[src/rtl/debouncer_pkg.sv]
// Shared constants for the debouncer bank: debounce mode encodings and counter sizing.
package debouncer_pkg;

   localparam int MODE_LOCKOUT   = 0;
   localparam int MODE_INTEGRATE = 1;

   // Counter must hold 0..CLK_WAIT without wrapping; never narrower than one bit.
   function automatic int cnt_width(input int wait_cycles);
      return (wait_cycles < 1) ? 1 : $clog2(wait_cycles + 1);
   endfunction

endpackage

[src/rtl/debounce_channel.sv]
// One debounce channel: optional 2-flop synchroniser (DEBOUNCER_BANK_SYNC_EN), interval counter,
// debounced level, registered rise/fall pulses and busy flag, in LOCKOUT or INTEGRATE mode.
module debounce_channel
   import debouncer_pkg::*;
#(
   parameter int CLK_WAIT = 30000000,
   parameter int MODE     = MODE_LOCKOUT,
   parameter bit INIT     = 1'b0
) (
   input  logic i_clk,
   input  logic i_rst,
   input  logic i_button,
   output logic o_signal,
   output logic o_rise,
   output logic o_fall,
   output logic o_busy
);

   localparam int            CW       = cnt_width(CLK_WAIT);
   localparam logic [CW-1:0] CNT_LAST = CW'(CLK_WAIT - 1);

   logic          s;
   logic [CW-1:0] count;
   logic [CW-1:0] count_d;
   logic          sig_d;
   logic          busy_d;
   logic          level_q;

`ifdef DEBOUNCER_BANK_SYNC_EN
   logic [1:0] sync_q;

   always_ff @(posedge i_clk or posedge i_rst) begin
      if (i_rst) sync_q <= {2{INIT}};
      else       sync_q <= {sync_q[0], i_button};
   end

   assign s = sync_q[1];
`else
   assign s = i_button;
`endif

   always_comb begin
      // NOTE: every output of this block gets a default first so no path leaves it unassigned (no latch).
      sig_d   = o_signal;
      busy_d  = o_busy;
      count_d = count;
      if (MODE == MODE_INTEGRATE) begin
         if (s == o_signal) begin
            busy_d  = 1'b0;
            count_d = '0;
         end else if (count == CNT_LAST) begin
            sig_d   = s;
            busy_d  = 1'b0;
            count_d = '0;
         end else begin
            busy_d  = 1'b1;
            count_d = count + 1'b1;
         end
      end else begin
         // Lockout: take the new level at once, then ignore the input for CLK_WAIT cycles.
         if (o_busy) begin
            if (count == CNT_LAST) begin
               busy_d  = 1'b0;
               count_d = '0;
            end else begin
               count_d = count + 1'b1;
            end
         end else if (s != o_signal) begin
            sig_d   = s;
            busy_d  = 1'b1;
            count_d = '0;
         end
      end
   end

   always_ff @(posedge i_clk or posedge i_rst) begin
      // NOTE: non-blocking assignments so every flop samples pre-edge values, independent of statement order.
      if (i_rst) begin
         o_signal <= INIT;
         o_busy   <= 1'b0;
         count    <= '0;
         level_q  <= INIT;
         o_rise   <= 1'b0;
         o_fall   <= 1'b0;
      end else begin
         o_signal <= sig_d;
         o_busy   <= busy_d;
         count    <= count_d;
         level_q  <= o_signal;
         o_rise   <= o_signal & ~level_q;
         o_fall   <= ~o_signal & level_q;
      end
   end

endmodule

[src/rtl/debouncer_bank.sv]
// Bank of CHANNELS independent debouncers; DEBOUNCER_BANK_SYNC_EN adds a 2-flop input synchroniser per channel.
module debouncer_bank
   import debouncer_pkg::*;
#(
   parameter int CHANNELS = 8,
   parameter int CLK_WAIT = 30000000,
   parameter int MODE     = MODE_LOCKOUT,
   parameter bit INIT     = 1'b0
) (
   input  logic                i_clk,
   input  logic                i_rst,
   input  logic [CHANNELS-1:0] i_button,
   output logic [CHANNELS-1:0] o_signal,
   output logic [CHANNELS-1:0] o_rise,
   output logic [CHANNELS-1:0] o_fall,
   output logic [CHANNELS-1:0] o_busy
);

   for (genvar i = 0; i < CHANNELS; i++) begin : g_ch
      debounce_channel #(
         .CLK_WAIT(CLK_WAIT),
         .MODE    (MODE),
         .INIT    (INIT)
      ) u_ch (
         .i_clk   (i_clk),
         .i_rst   (i_rst),
         .i_button(i_button[i]),
         .o_signal(o_signal[i]),
         .o_rise  (o_rise[i]),
         .o_fall  (o_fall[i]),
         .o_busy  (o_busy[i])
      );
   end

endmodule
[config.mk]
export PLATFORM = sky130hd
export DESIGN_NAME = debouncer_bank
export DESIGN_NICKNAME = d
export VERILOG_FILES = /design/src/rtl/debouncer_pkg.sv /design/src/rtl/debounce_channel.sv /design/src/rtl/debouncer_bank.sv
export SDC_FILE = /design/constraint.sdc
export NUM_CORES = 1
export LEC_CHECK = 0
export ABC_AREA = 1
export BUFFER_PORTS_ARGS = -buffer_cell sky130_fd_sc_hd__buf_2
export CAP_MARGIN = 20
export CORE_ASPECT_RATIO = 0.7
export CORE_MARGIN = 10
export CORE_UTILIZATION = 58
export CTS_CLUSTER_SIZE = 20
export DETAILED_ROUTE_END_ITERATION = 8
export GPL_TIMING_DRIVEN = 0
export PLACE_DENSITY = 0.79
export SLEW_MARGIN = 20
export SYNTH_ARGS = -nofsm -noshare
export SYNTH_HDL_FRONTEND = slang
export SYNTH_HIERARCHICAL = 1
export SYNTH_SLANG_ARGS = --single-unit
[constraint.sdc]
create_clock -name i_clk -period 1.35 [get_ports i_clk]
set_input_delay 0.2025 -clock i_clk [delete_from_list [all_inputs] [get_ports i_clk]]
set_output_delay 0.2025 -clock i_clk [all_outputs]
set_load 0.02 [all_outputs]
==> results of run 1 <==
## worst min-delay path by stage
stage / start / to / slack (ns)
after floorplan: i_rst / g_ch[0].u_ch/count[10]$_DFFE_PP0P_ / 0.29
after global placement: g_ch[4].u_ch/level_q$_DFF_PP0_ / g_ch[4].u_ch/o_rise$_DFF_PP0_ / 0.41
after detailed placement: g_ch[7].u_ch/level_q$_DFF_PP0_ / g_ch[7].u_ch/o_rise$_DFF_PP0_ / 0.41
after CTS: g_ch[7].u_ch/level_q$_DFF_PP0_ / g_ch[7].u_ch/o_rise$_DFF_PP0_ / 0.42
after global routing: g_ch[1].u_ch/level_q$_DFF_PP0_ / g_ch[1].u_ch/o_rise$_DFF_PP0_ / 0.43
final: g_ch[1].u_ch/level_q$_DFF_PP0_ / g_ch[1].u_ch/o_rise$_DFF_PP0_ / 0.42
## worst register-to-register path: stages, from the launching register on
cell	delay, ns
dfrtp_1	0.42
ha_4	0.19
nand2_8	0.08
buf_4	0.15
buf_4	0.14
nor3_4	0.21
nand3b_1	0.14
nand2_1	0.09
nand3_2	0.07
nand2_1	0.05
## routing by layer
layer	vias up	global-route usage, %
met5	-	0
met4	0	4.95
met3	104	4.17
met2	864	37.6
met1	7757	36.6
li1	7632	-
## final cells by class
type	count	area, um^2
Fill cell	1683	5340
Sequential cell	240	6110
Clock inverter	10	103
Timing Repair Buffer	264	2090
Multi-Input combinational cell	1712	9910
Tap cell	357	447
Buffer	24	180
Inverter	264	991
Clock buffer	35	703
## Yosys cell counts
cell      number
inv_1        232
o21ai_1       16
o21bai_1      16
or2_2          8
nor2_1       320
nor2_4        32
o22ai_1       24
dfrtp_1      240
xnor2_1        8
inv_2         32
and2_1         8
nor2_2        64
nand2_1      768
nand3b_1      24
nand2_2       32
nand3_1      144
and2_0         8
buf_2          8
ha_1           8
nand4_1       40
xor2_1        72
nor3_1        24
buf_4          8
o21ai_0       80
clkbuf_1       8
a32o_1         8
nand3_4        8
## sequential cells by signal, indices dropped and copies added, names as in the netlist
signal	count
g_ch.u_ch/o_rise	8
g_ch.u_ch/o_fall	8
g_ch.u_ch/o_busy	8
g_ch.u_ch/o_signal	8
g_ch.u_ch/count	200
g_ch.u_ch/level_q	8
## what timing repair did
| item | in CTS | in global routing |
|---|---|---|
| endpoints found under the setup margin | 193 | 207 |
| pin swaps | 98 | 134 |
| hold endpoints to repair | 253 | 0 |
| resized for setup | 308 | 288 |
| hold buffers | 9 | 0 |
| buffers inserted | 139 | 84 |
## cells by family (layout without fill, tap and decap cells)
| kind of cell | Yosys count | after routing | share of synthesized area (%) |
|---|---|---|---|
| and+or+nand+nor | 1480 | 1480 | 43.0 |
| buffers and inverters | 288 | 597 | 7.30 |
| DFF | 240 | 240 | 39.1 |
| AOI/OAI and AO/OA | 144 | 144 | 5.41 |
| xor gates and xnor gates | 80 | 80 | 4.56 |
| adders and majority gates | 8 | 8 | 0.651 |
## power by group through the flow
| stage | sequential, uW | clock, uW | combinational (uW) |
|---|---|---|---|
| final | 7190 | 7000 | 212 |
| after global routing | 7180 | 7410 | 248 |
| after CTS | 7190 | 7080 | 221 |
| after detailed placement | 7320 | 0 | 199 |
| after global placement | 7330 | 0 | 194 |
| after floorplan | 7320 | 0 | 124 |
## through the flow
step                std cells  setup WS (ns)  cell area (um^2)  utilization, %
detailed placement       2638         -0.300             16200            62.8
global placement         2638         -0.243             16200            62.8
finish                   2906         -0.250             20500            79.4
CTS                      2828         -0.144             19100            73.7
floorplan                2240        -0.0208             15600               -
global route             2906         -0.308             20500            79.4
==> flow_metrics.env, run 1 <==
export IMPL_status="complete, but fails checks"
export IMPL_violations="setup timing"
export IMPL_worstPathRequired_ns=1.83
export IMPL_clkPwrFrac_pct=48.6
export IMPL_crit_path_start="g_ch[7].u_ch/count[1]$_DFFE_PP0P_"
export IMPL_clock_root_buffer="clkbuf_16"
export IMPL_setup_viol=185
export IMPL_ys_ff_latch=240
export IMPL_worstReg2RegEnd="g_ch[7].u_ch/count[22]$_DFFE_PP0P_"
export IMPL_dr_wl_met3_um=4420
export IMPL_syn_area_mm2=0.0154
export IMPL_totalWireLength_um=47200
export IMPL_worstSetupPathType="flip-flop to flip-flop"
export IMPL_synthCells=2240
export IMPL_hp_class="flip-flop to flip-flop"
export IMPL_p_per_area_mw_per_mm2=701
export IMPL_crit_end="g_ch[7].u_ch/count[22]$_DFFE_PP0P_"
export IMPL_reg2regPathDepth=9
export IMPL_area_growth_pct=33.6
export IMPL_setup_tns_ns=-21.03
export IMPL_die_h_um=156
export IMPL_seq_power_share_pct=49.9
export IMPL_cp_max_fo=4
export IMPL_synth_fp_nets=2258
export IMPL_r2r_start="g_ch[7].u_ch/count[1]$_DFFE_PP0P_"
export IMPL_start_util_pct=59.4
export IMPL_power_frac_comb_pct=1.5
export IMPL_worst_slack_ns=-0.250
export IMPL_worst_path_buf_inv=2
export IMPL_syn_avg_cell_area_um2=6.86
export IMPL_drt_met1_wl_um=20800
export IMPL_cap_viol_max_count=0
export IMPL_wl_per_cell_um=16.2
export IMPL_drv_slew=0
export IMPL_max_slew_worst_pin_slew_ns=0.679
export IMPL_power_total_uw=14400
export IMPL_rsz0062_at_grt="yes"
export IMPL_fin_skew_ns=0.0134
export IMPL_yosys_warnings=6
export IMPL_hpwlAfterDp_um=29000
export IMPL_layout_commonest_cell="nand2_1"
export IMPL_grt_max_degree=31
export IMPL_rows=49
export IMPL_yosysSeqAreaShare_pct=39.1
export IMPL_initialDrtViolationCount=1890
export IMPL_netlist_cell_type_count=27
export IMPL_hold_ws_ns=0.422
export IMPL_dr_total_vias=16400
export IMPL_synth_top_area_cell="dfrtp_1"
export IMPL_netlist_area_leader_share_pct=39.1
export IMPL_cpMaxStageDelayCell="dfrtp_1"
export IMPL_cts_buffer_depth=3
export IMPL_drive_gt1_share_pct=35.1
export IMPL_leakage_uw=0.0101
export IMPL_gp_congestion=0.953
export IMPL_final_cell_mix="nand2_1 (662), nor2_1 (228), inv_1 (202)"
export IMPL_htree_levels=1
export IMPL_grt_use_total_pct=24.8
export IMPL_min_period_ns=1.60
export IMPL_clock_sinks=240
export IMPL_clk_pin_slew_ns=0.07
export IMPL_fp_dieW_um=215
export IMPL_crit_family="simple AND/OR/NAND/NOR gates"
export IMPL_reg2reg_slack_ns=-0.25
export IMPL_critPathMaxStageDelay_ns=0.42
export IMPL_crit_chain="ha_4, nand2_8, buf_4, buf_4, nor3_4, nand3b_1, nand2_1, nand3_2, nand2_1"
export IMPL_hold_viol=0
export IMPL_first_pass_iters=6
export IMPL_grt_pass1_wl_um=70600
export IMPL_worstSetupStartpointType="flip-flop"
export IMPL_cts_buffers=25
export IMPL_hold_depth=1
export IMPL_drc=0
export IMPL_ant_nets=0
export IMPL_core_mm2=0.0259
export IMPL_top_layer="met4"
export IMPL_period_share_pct=118
export IMPL_cts_tree="built"
export IMPL_die_area_mm2=0.0335
export IMPL_maxSlewHeadroom_pct=54.7
export IMPL_antenna_found_initial=0
export IMPL_grt_ovfl_total=0
export IMPL_via_per_inst=5.63
export IMPL_num_io_pins=42
export IMPL_power_internal_uw=11200
export IMPL_worst_ep_arrival_time_ns=2.08
export IMPL_power_switching_uw=3170
export IMPL_route_met2_wl_um=21000
export IMPL_ir_drop_mv=0.862
export IMPL_swShare_pct=22.0
export IMPL_numPortBuffers=41
export IMPL_synth_area_top_cells="dfrtp_1 (39%), nand2_1 (19%), nor2_1 (7.8%)"
export IMPL_grt_pass1_vias=14500
export IMPL_cp_depth=9
export IMPL_nets=2549
export IMPL_crit_path_end_kind="flip-flop"
export IMPL_antenna_cells=0
export IMPL_fmax_mhz=625
export IMPL_worstSkewPairLatency_ns=0.54
(Power assumes the default switching activity.)
==> run 2: changes to the inputs <==
--- a/config.mk
+++ b/config.mk
@@ -6,7 +6,7 @@
 export NUM_CORES = 1
 export LEC_CHECK = 0
 export ABC_AREA = 1
-export BUFFER_PORTS_ARGS = -buffer_cell sky130_fd_sc_hd__buf_2
+export BUFFER_PORTS_ARGS = -buffer_cell sky130_fd_sc_hd__buf_4
 export CAP_MARGIN = 20
 export CORE_ASPECT_RATIO = 0.7
 export CORE_MARGIN = 10
==> run 2 against run 1 <==
Against the previous run:
- the flow still finishes with violations (setup timing)
- via count is 1.8% higher
- clock power is 3.9% higher
- core utilization is 3.8 points higher
- sequential power hardly changed
- sequential share of layout area is 1.2 points lower
- worst hold slack worse by 0.019 ns
- largest cell class unchanged
==> flow_metrics.env, run 2 (synthesized netlist as in run 1, its figures left out) <==
export IMPL_nets=2590
export IMPL_totalWireLength_um=50000
export IMPL_worstSetupStartpointType="flip-flop"
export IMPL_clkPwrFrac_pct=49.5
export IMPL_dpl_cell_count=2638
export IMPL_route_met2_wl_um=22900
export IMPL_ant_nets=0
export IMPL_clk_pin_slew_ns=0.07
export IMPL_final_cell_mix="nand2_1 (637), buf_4 (228), nor2_1 (206)"
export IMPL_stdcell_count=2948
export IMPL_p_per_area_mw_per_mm2=682
export IMPL_antenna_found_initial=0
export IMPL_num_io_pins=42
export IMPL_cts_buffer_depth=3
export IMPL_crit_path_end_kind="flip-flop"
export IMPL_grt_max_degree=31
export IMPL_start_util_pct=59.4
export IMPL_largest_register="g_ch.u_ch/count"
export IMPL_core_mm2=0.0259
export IMPL_dr_total_vias=16700
export IMPL_die_h_um=156
export IMPL_drc=0
export IMPL_min_period_ns=1.63
export IMPL_top_layer="met4"
export IMPL_grt_pass1_vias=14200
export IMPL_place_area_mm2=0.0163
export IMPL_hpwlAfterDp_um=29000
export IMPL_setup_tns_ns=-26.73
export IMPL_power_internal_uw=11400
export IMPL_seq_power_share_pct=49.0
export IMPL_fin_area_mm2=0.0215
export IMPL_drive_gt1_share_pct=40.0
export IMPL_power_frac_comb_pct=1.5
export IMPL_worst_ep_arrival_time_ns=2.10
export IMPL_cap_viol_max_count=0
export IMPL_period_share_pct=121
export IMPL_clock_root_buffer="clkbuf_16"
export IMPL_drv_slew=0
export IMPL_initialDrtViolationCount=1893
export IMPL_setup_viol=179
export IMPL_worstSkewPairLatency_ns=0.56
export IMPL_rsz0062_at_grt="yes"
export IMPL_grt_pass1_wl_um=70100
export IMPL_swShare_pct=22.0
export IMPL_wl_per_cell_um=17.0
export IMPL_status="complete, but fails checks"
export IMPL_power_switching_uw=3230
export IMPL_largest_reg_flops=200
export IMPL_max_slew_worst_pin_slew_ns=0.683
export IMPL_gp_congestion=0.973
export IMPL_clock_sinks=240
export IMPL_htree_levels=1
export IMPL_hold_viol=0
export IMPL_worst_slack_ns=-0.277
export IMPL_fin_skew_ns=0.0139
export IMPL_via_per_inst=5.65
export IMPL_cts_tree="built"
export IMPL_layout_commonest_cell="nand2_1"
export IMPL_grt_use_total_pct=24.6
export IMPL_maxSlewHeadroom_pct=54.4
export IMPL_antenna_cells=0
export IMPL_die_area_mm2=0.0335
export IMPL_ir_drop_mv=0.750
export IMPL_worstPathRequired_ns=1.83
export IMPL_utilization_pct=83.1
export IMPL_dr_wl_met3_um=4370
export IMPL_worstSetupPathType="flip-flop to flip-flop"
export IMPL_hp_class="primary input to async pin"
export IMPL_cts_buffers=26
export IMPL_drt_met1_wl_um=21200
export IMPL_first_pass_iters=6
export IMPL_violations="setup timing"
export IMPL_fmax_mhz=614
export IMPL_fp_dieW_um=215
export IMPL_cp_max_fo=4
export IMPL_leakage_uw=0.0104
export IMPL_rows=49
export IMPL_numPortBuffers=41
export IMPL_grt_ovfl_total=0
export IMPL_area_growth_pct=40.0
run 2: cell types whose count changed in the layout (fill, tap and decap cells not counted), moves of 8 or more:
cell	before	now
nand3_1	91	83
buf_4	198	228
nand2_1	662	637
inv_1	202	194
dfrtp_2	84	109
dfrtp_1	156	131
nor2_4	112	120
nor2_2	76	90
nor2_1	228	206
nand2_2	94	112
buf_2	33	0
buf_6	35	74
run 2: worst paths after layout:
| path | slack (ns) | cells after the start | to | start |
|---|---|---|---|---|
| setup / recovery | -0.28 | 9 | g_ch[2].u_ch/count[24]$_DFFE_PP0P_ | g_ch[2].u_ch/count[1]$_DFFE_PP0P_ |
| hold / removal | 0.40 | 3 | g_ch[3].u_ch/count[22]$_DFFE_PP0P_ | i_rst |
| setup reg to reg | -0.28 | 9 | g_ch[2].u_ch/count[24]$_DFFE_PP0P_ | g_ch[2].u_ch/count[1]$_DFFE_PP0P_ |
| hold reg to reg | 0.42 | 1 | g_ch[4].u_ch/o_rise$_DFF_PP0_ | g_ch[4].u_ch/level_q$_DFF_PP0_ |
| max in group asynchronous | 0.44 | 3 | g_ch[5].u_ch/o_signal$_DFFE_PP0P_ | i_rst |
| min in group i_clk | 0.42 | 1 | g_ch[4].u_ch/o_rise$_DFF_PP0_ | g_ch[4].u_ch/level_q$_DFF_PP0_ |
run 2: through the flow:
| step | hold slack, ns | power [uW] | setup slack [ns] |
|---|---|---|---|
| 3_5_place_dp | 0.412 | 7530 | -0.311 |
| 6_report | 0.402 | 14700 | -0.277 |
| 2_1_floorplan | 0.293 | 7450 | -0.0208 |
| 4_1_cts | 0.420 | 14800 | -0.159 |
| 5_1_grt | 0.444 | 15100 | -0.332 |
| 3_3_place_gp | 0.404 | 7530 | -0.290 |
run 2: final cells by class:
class / instances / area, um^2
Multi-Input combinational cell: 1712 / 10200
Sequential cell: 240 / 6140
Fill cell: 1523 / 4360
Timing Repair Buffer: 304 / 2660
Inverter: 264 / 993
Clock buffer: 38 / 747
Tap cell: 357 / 447
Buffer: 24 / 193
Clock inverter: 9 / 104
run 2: repair_timing:
action	4_1_cts	5_1_grt
setup buffers	123	143
setup endpoints to repair	191	218
endpoints found under the hold margin	252	0
hold buffers	9	0
pin swaps	121	173
gates resized for setup	276	486
run 2: power by group through the flow:
stage	clock (uW)	combinational [uW]	sequential [uW]
2_1_floorplan	0	124	7320
3_3_place_gp	0	201	7330
3_5_place_dp	0	207	7320
4_1_cts	7340	230	7190
5_1_grt	7690	259	7180
6_report	7270	223	7190
run 2: worst max-delay path, cell delays in order (launching register included):
cell	delay, ns
dfrtp_1	0.41
ha_4	0.17
nand2_4	0.09
nor2_4	0.23
nand3_4	0.16
nor2_4	0.18
nand2_1	0.07
nand2_1	0.07
nand2_2	0.07
nor2_2	0.10
run 2: per-layer routing:
layer | up-vias | track usage, %
li1 | 7675 | -
met1 | 7864 | 37.2
met2 | 943 | 36.7
met3 | 177 | 3.49
met4 | 0 | 4.68
met5 | - | 0
==> run 3: changes to the inputs <==
--- a/config.mk
+++ b/config.mk
@@ -5,16 +5,16 @@
 export SDC_FILE = /design/constraint.sdc
 export NUM_CORES = 1
 export LEC_CHECK = 0
-export ABC_AREA = 1
+export ABC_AREA = 0
 export BUFFER_PORTS_ARGS = -buffer_cell sky130_fd_sc_hd__buf_4
 export CAP_MARGIN = 20
 export CORE_ASPECT_RATIO = 0.7
 export CORE_MARGIN = 10
-export CORE_UTILIZATION = 58
+export CORE_UTILIZATION = 57
 export CTS_CLUSTER_SIZE = 20
 export DETAILED_ROUTE_END_ITERATION = 8
 export GPL_TIMING_DRIVEN = 0
-export PLACE_DENSITY = 0.79
+export PLACE_DENSITY = 0.78
 export SLEW_MARGIN = 20
 export SYNTH_ARGS = -nofsm -noshare
 export SYNTH_HDL_FRONTEND = slang
==> run 3 against run 2 <==
Against the previous run:
- the flow finishes with violations (hold timing, setup timing)
- non-clock buffer count is 32 higher
- cell count shrank 30%
- worst hold slack got worse by 0.41 ns
- combinational power increased by 140%
==> flow_metrics.env, run 3 <==
export IMPL_yosysMostFrequentCell="dfrtp_1"
export IMPL_power_frac_comb_pct=3.5
export IMPL_critPathMaxStageDelay_ns=0.60
export IMPL_synth_top_area_cell="dfrtp_1"
export IMPL_worstSkewPairLatency_ns=0.54
export IMPL_die_area_mm2=0.0299
export IMPL_async_flop_share_pct=100
export IMPL_dr_total_vias=14200
export IMPL_reg2reg_slack_ns=-0.81
export IMPL_dr_wl_met3_um=4990
export IMPL_clkPwrFrac_pct=49.6
export IMPL_fp_dieW_um=202
export IMPL_netlist_cell_type_count=43
export IMPL_r2r_start="g_ch[5].u_ch/count[3]$_DFFE_PP0P_"
export IMPL_worst_slack_ns=-0.811
export IMPL_core_mm2=0.0228
export IMPL_die_h_um=148
export IMPL_status="complete, but fails checks"
export IMPL_totalWireLength_um=49100
export IMPL_fmax_mhz=463
export IMPL_htree_levels=1
export IMPL_via_per_inst=6.85
export IMPL_drive_gt1_share_pct=46.1
export IMPL_max_slew_worst_pin_slew_ns=0.776
export IMPL_clock_root_buffer="clkbuf_16"
export IMPL_power_switching_uw=3350
export IMPL_cpMaxStageDelayCell="or4b_1"
export IMPL_synthCells=1416
export IMPL_drv_slew=0
export IMPL_power_internal_uw=12200
export IMPL_crit_path_end_kind="flip-flop"
export IMPL_route_met2_wl_um=23200
export IMPL_worstPathRequired_ns=1.79
export IMPL_worstReg2RegEnd="g_ch[5].u_ch/count[17]$_DFFE_PP0P_"
export IMPL_wl_per_cell_um=23.7
export IMPL_antenna_cells=0
export IMPL_crit_chain="nand4_4, nor4_4, nand2_1, or4b_1, o21ai_1"
export IMPL_worstSetupStartpointType="flip-flop"
export IMPL_grt_pass1_vias=13100
export IMPL_violations="hold timing, setup timing"
export IMPL_cp_max_fo=7
export IMPL_synth_ff_type="dfrtp_1"
export IMPL_final_cell_mix="buf_4 (190), dfrtp_1 (169), nand2_1 (151)"
export IMPL_cap_viol_max_count=0
export IMPL_reg2regPathDepth=5
export IMPL_grt_max_degree=31
export IMPL_grt_use_total_pct=26.6
export IMPL_hpwlAfterDp_um=21300
export IMPL_syn_avg_cell_area_um2=9.37
export IMPL_synth_area_top_cells="dfrtp_1 (45%), a21oi_1 (4.8%), nand2_1 (4.8%)"
export IMPL_nets=1757
export IMPL_drt_met1_wl_um=18400
export IMPL_synth_fp_nets=1434
export IMPL_antenna_found_initial=0
export IMPL_ir_drop_mv=0.910
export IMPL_swShare_pct=21.5
export IMPL_seq_area_mm2=0.00609
export IMPL_num_io_pins=42
export IMPL_clock_sinks=240
export IMPL_clk_pin_slew_ns=0.07
export IMPL_area_growth_pct=44.7
export IMPL_numPortBuffers=41
export IMPL_rows=46
export IMPL_synth_common_cells="dfrtp_1 (240), nand2_1 (168), a21oi_1 (128)"
export IMPL_hold_ws_ns=-0.00860
export IMPL_fin_area_mm2=0.0192
export IMPL_first_pass_iters=7
export IMPL_drc=0
export IMPL_start_util_pct=58.2
export IMPL_syn_area_mm2=0.0133
export IMPL_rsz0062_at_grt="yes"
export IMPL_hold_depth=3
export IMPL_worstSetupPathType="flip-flop to flip-flop"
export IMPL_min_from="i_button[6]"
export IMPL_setup_viol=215
export IMPL_yosys_warnings=6
export IMPL_multiInputGateArea_mm2=0.00817
export IMPL_largest_register="g_ch.u_ch/count"
export IMPL_cts_tree="built"
export IMPL_ys_ff_latch=240
export IMPL_min_period_ns=2.16
export IMPL_worst_ep_arrival_time_ns=2.60
export IMPL_layout_commonest_cell="buf_4"
export IMPL_period_share_pct=160
export IMPL_cts_buffers=24
export IMPL_top_layer="met4"
export IMPL_maxSlewHeadroom_pct=47.8
export IMPL_synth_edf_count=0
export IMPL_place_area_mm2=0.0144
export IMPL_holdPathEnd="g_ch[6].u_ch/o_busy$_DFF_PP0_"
export IMPL_fin_skew_ns=0.0163
export IMPL_cts_buffer_depth=3
export IMPL_nFillCells=1062
export IMPL_hp_class="primary input to flip-flop"
export IMPL_p_per_area_mw_per_mm2=808
export IMPL_ant_nets=0
export IMPL_gp_congestion=0.873
export IMPL_largest_reg_flops=200
export IMPL_grt_ovfl_total=0
export IMPL_yosysSeqAreaShare_pct=45.2
export IMPL_hold_viol=1
export IMPL_leakage_uw=0.00778
export IMPL_initialDrtViolationCount=1932
export IMPL_power_total_uw=15500
export IMPL_netlist_area_leader_share_pct=45.2
export IMPL_grt_pass1_wl_um=67100
export IMPL_seq_power_share_pct=46.9
run 3: layer usage:
layer / GRT usage (%) / vias to the layer above
li1: - / 5908
met1: 35.9 / 6885
met2: 42.1 / 1087
met3: 4.74 / 291
met4: 9.78 / 0
met5: 0 / -
run 3: stage by stage:
stage | utilization, % | TNS (ns) | hold slack [ns] | cells | setup slack (ns)
after floorplan | - | -86.95 | 0.293 | 1416 | -0.511
after global placement | 63.2 | -131.94 | 0.397 | 1769 | -0.728
after detailed placement | 63.2 | -125.97 | 0.405 | 1769 | -0.780
after CTS | 78.8 | -116.23 | 0.0466 | 2002 | -0.697
after global routing | 84.2 | -145.09 | 0.000496 | 2068 | -0.851
final | 84.2 | -134.59 | -0.00860 | 2068 | -0.811
run 3: cell type report:
| type | instances | area share [%] |
|---|---|---|
| clock buffer | 35 | 3.82 |
| multi-input combinational | 1033 | 42.5 |
| clock inverter | 8 | 0.860 |
| buffer | 62 | 3.40 |
| inverter | 80 | 1.56 |
| tap | 312 | 2.03 |
| sequential | 240 | 31.7 |
| timing repair buffer | 298 | 14.0 |
run 3: logic make-up after synthesis:
logic type	count (synthesis)	share of synthesized area [%]
AND/OR/NAND/NOR	616	29.3
AO/OA/AOI/OAI	360	16.3
flip-flops	240	45.2
buffers and inverters	144	4.83
multiplexers	32	2.49
XOR/XNOR	16	1.06
adder cells (fa/ha/maj)	8	0.754
run 3: power groups by stage:
| stage | clock network, uW | registers [uW] | logic, uW |
|---|---|---|---|
| 3_3_place_gp | 0 | 7410 | 374 |
| 4_1_cts | 7650 | 7270 | 463 |
| 3_5_place_dp | 0 | 7410 | 384 |
| 6_report | 7710 | 7280 | 541 |
| 2_1_floorplan | 0 | 7450 | 181 |
| 5_1_grt | 8060 | 7280 | 587 |
run 3: repair_timing:
item,in CTS,in global routing
endpoints found under the setup margin,230,226
setup buffers,153,67
gates cloned,28,4
hold endpoints to repair,253,1
resized for setup,328,187
hold buffers,9,1
pin swaps,139,98
run 3: how the worst max path moves through the flow:
stage / from / end / slack (ns)
after global placement: g_ch[5].u_ch/count[21]$_DFFE_PP0P_ / g_ch[5].u_ch/count[18]$_DFFE_PP0P_ / -0.73
after floorplan: g_ch[0].u_ch/count[21]$_DFFE_PP0P_ / g_ch[0].u_ch/count[19]$_DFFE_PP0P_ / -0.51
after CTS: g_ch[4].u_ch/count[17]$_DFFE_PP0P_ / g_ch[4].u_ch/count[8]$_DFFE_PP0P_ / -0.70
after detailed placement: g_ch[5].u_ch/count[21]$_DFFE_PP0P_ / g_ch[5].u_ch/count[18]$_DFFE_PP0P_ / -0.78
after global routing: g_ch[5].u_ch/count[13]$_DFFE_PP0P_ / g_ch[5].u_ch/count[19]$_DFFE_PP0P_ / -0.85
final: g_ch[5].u_ch/count[3]$_DFFE_PP0P_ / g_ch[5].u_ch/count[17]$_DFFE_PP0P_ / -0.81
run 3: critical path: cells and delay by family, from the launching register on:
kind / cells / cell delay (ns)
DFF: 1 / 0.47
AOI/OAI and AO/OA: 1 / 0.15
and+or+nand+nor: 4 / 1.44
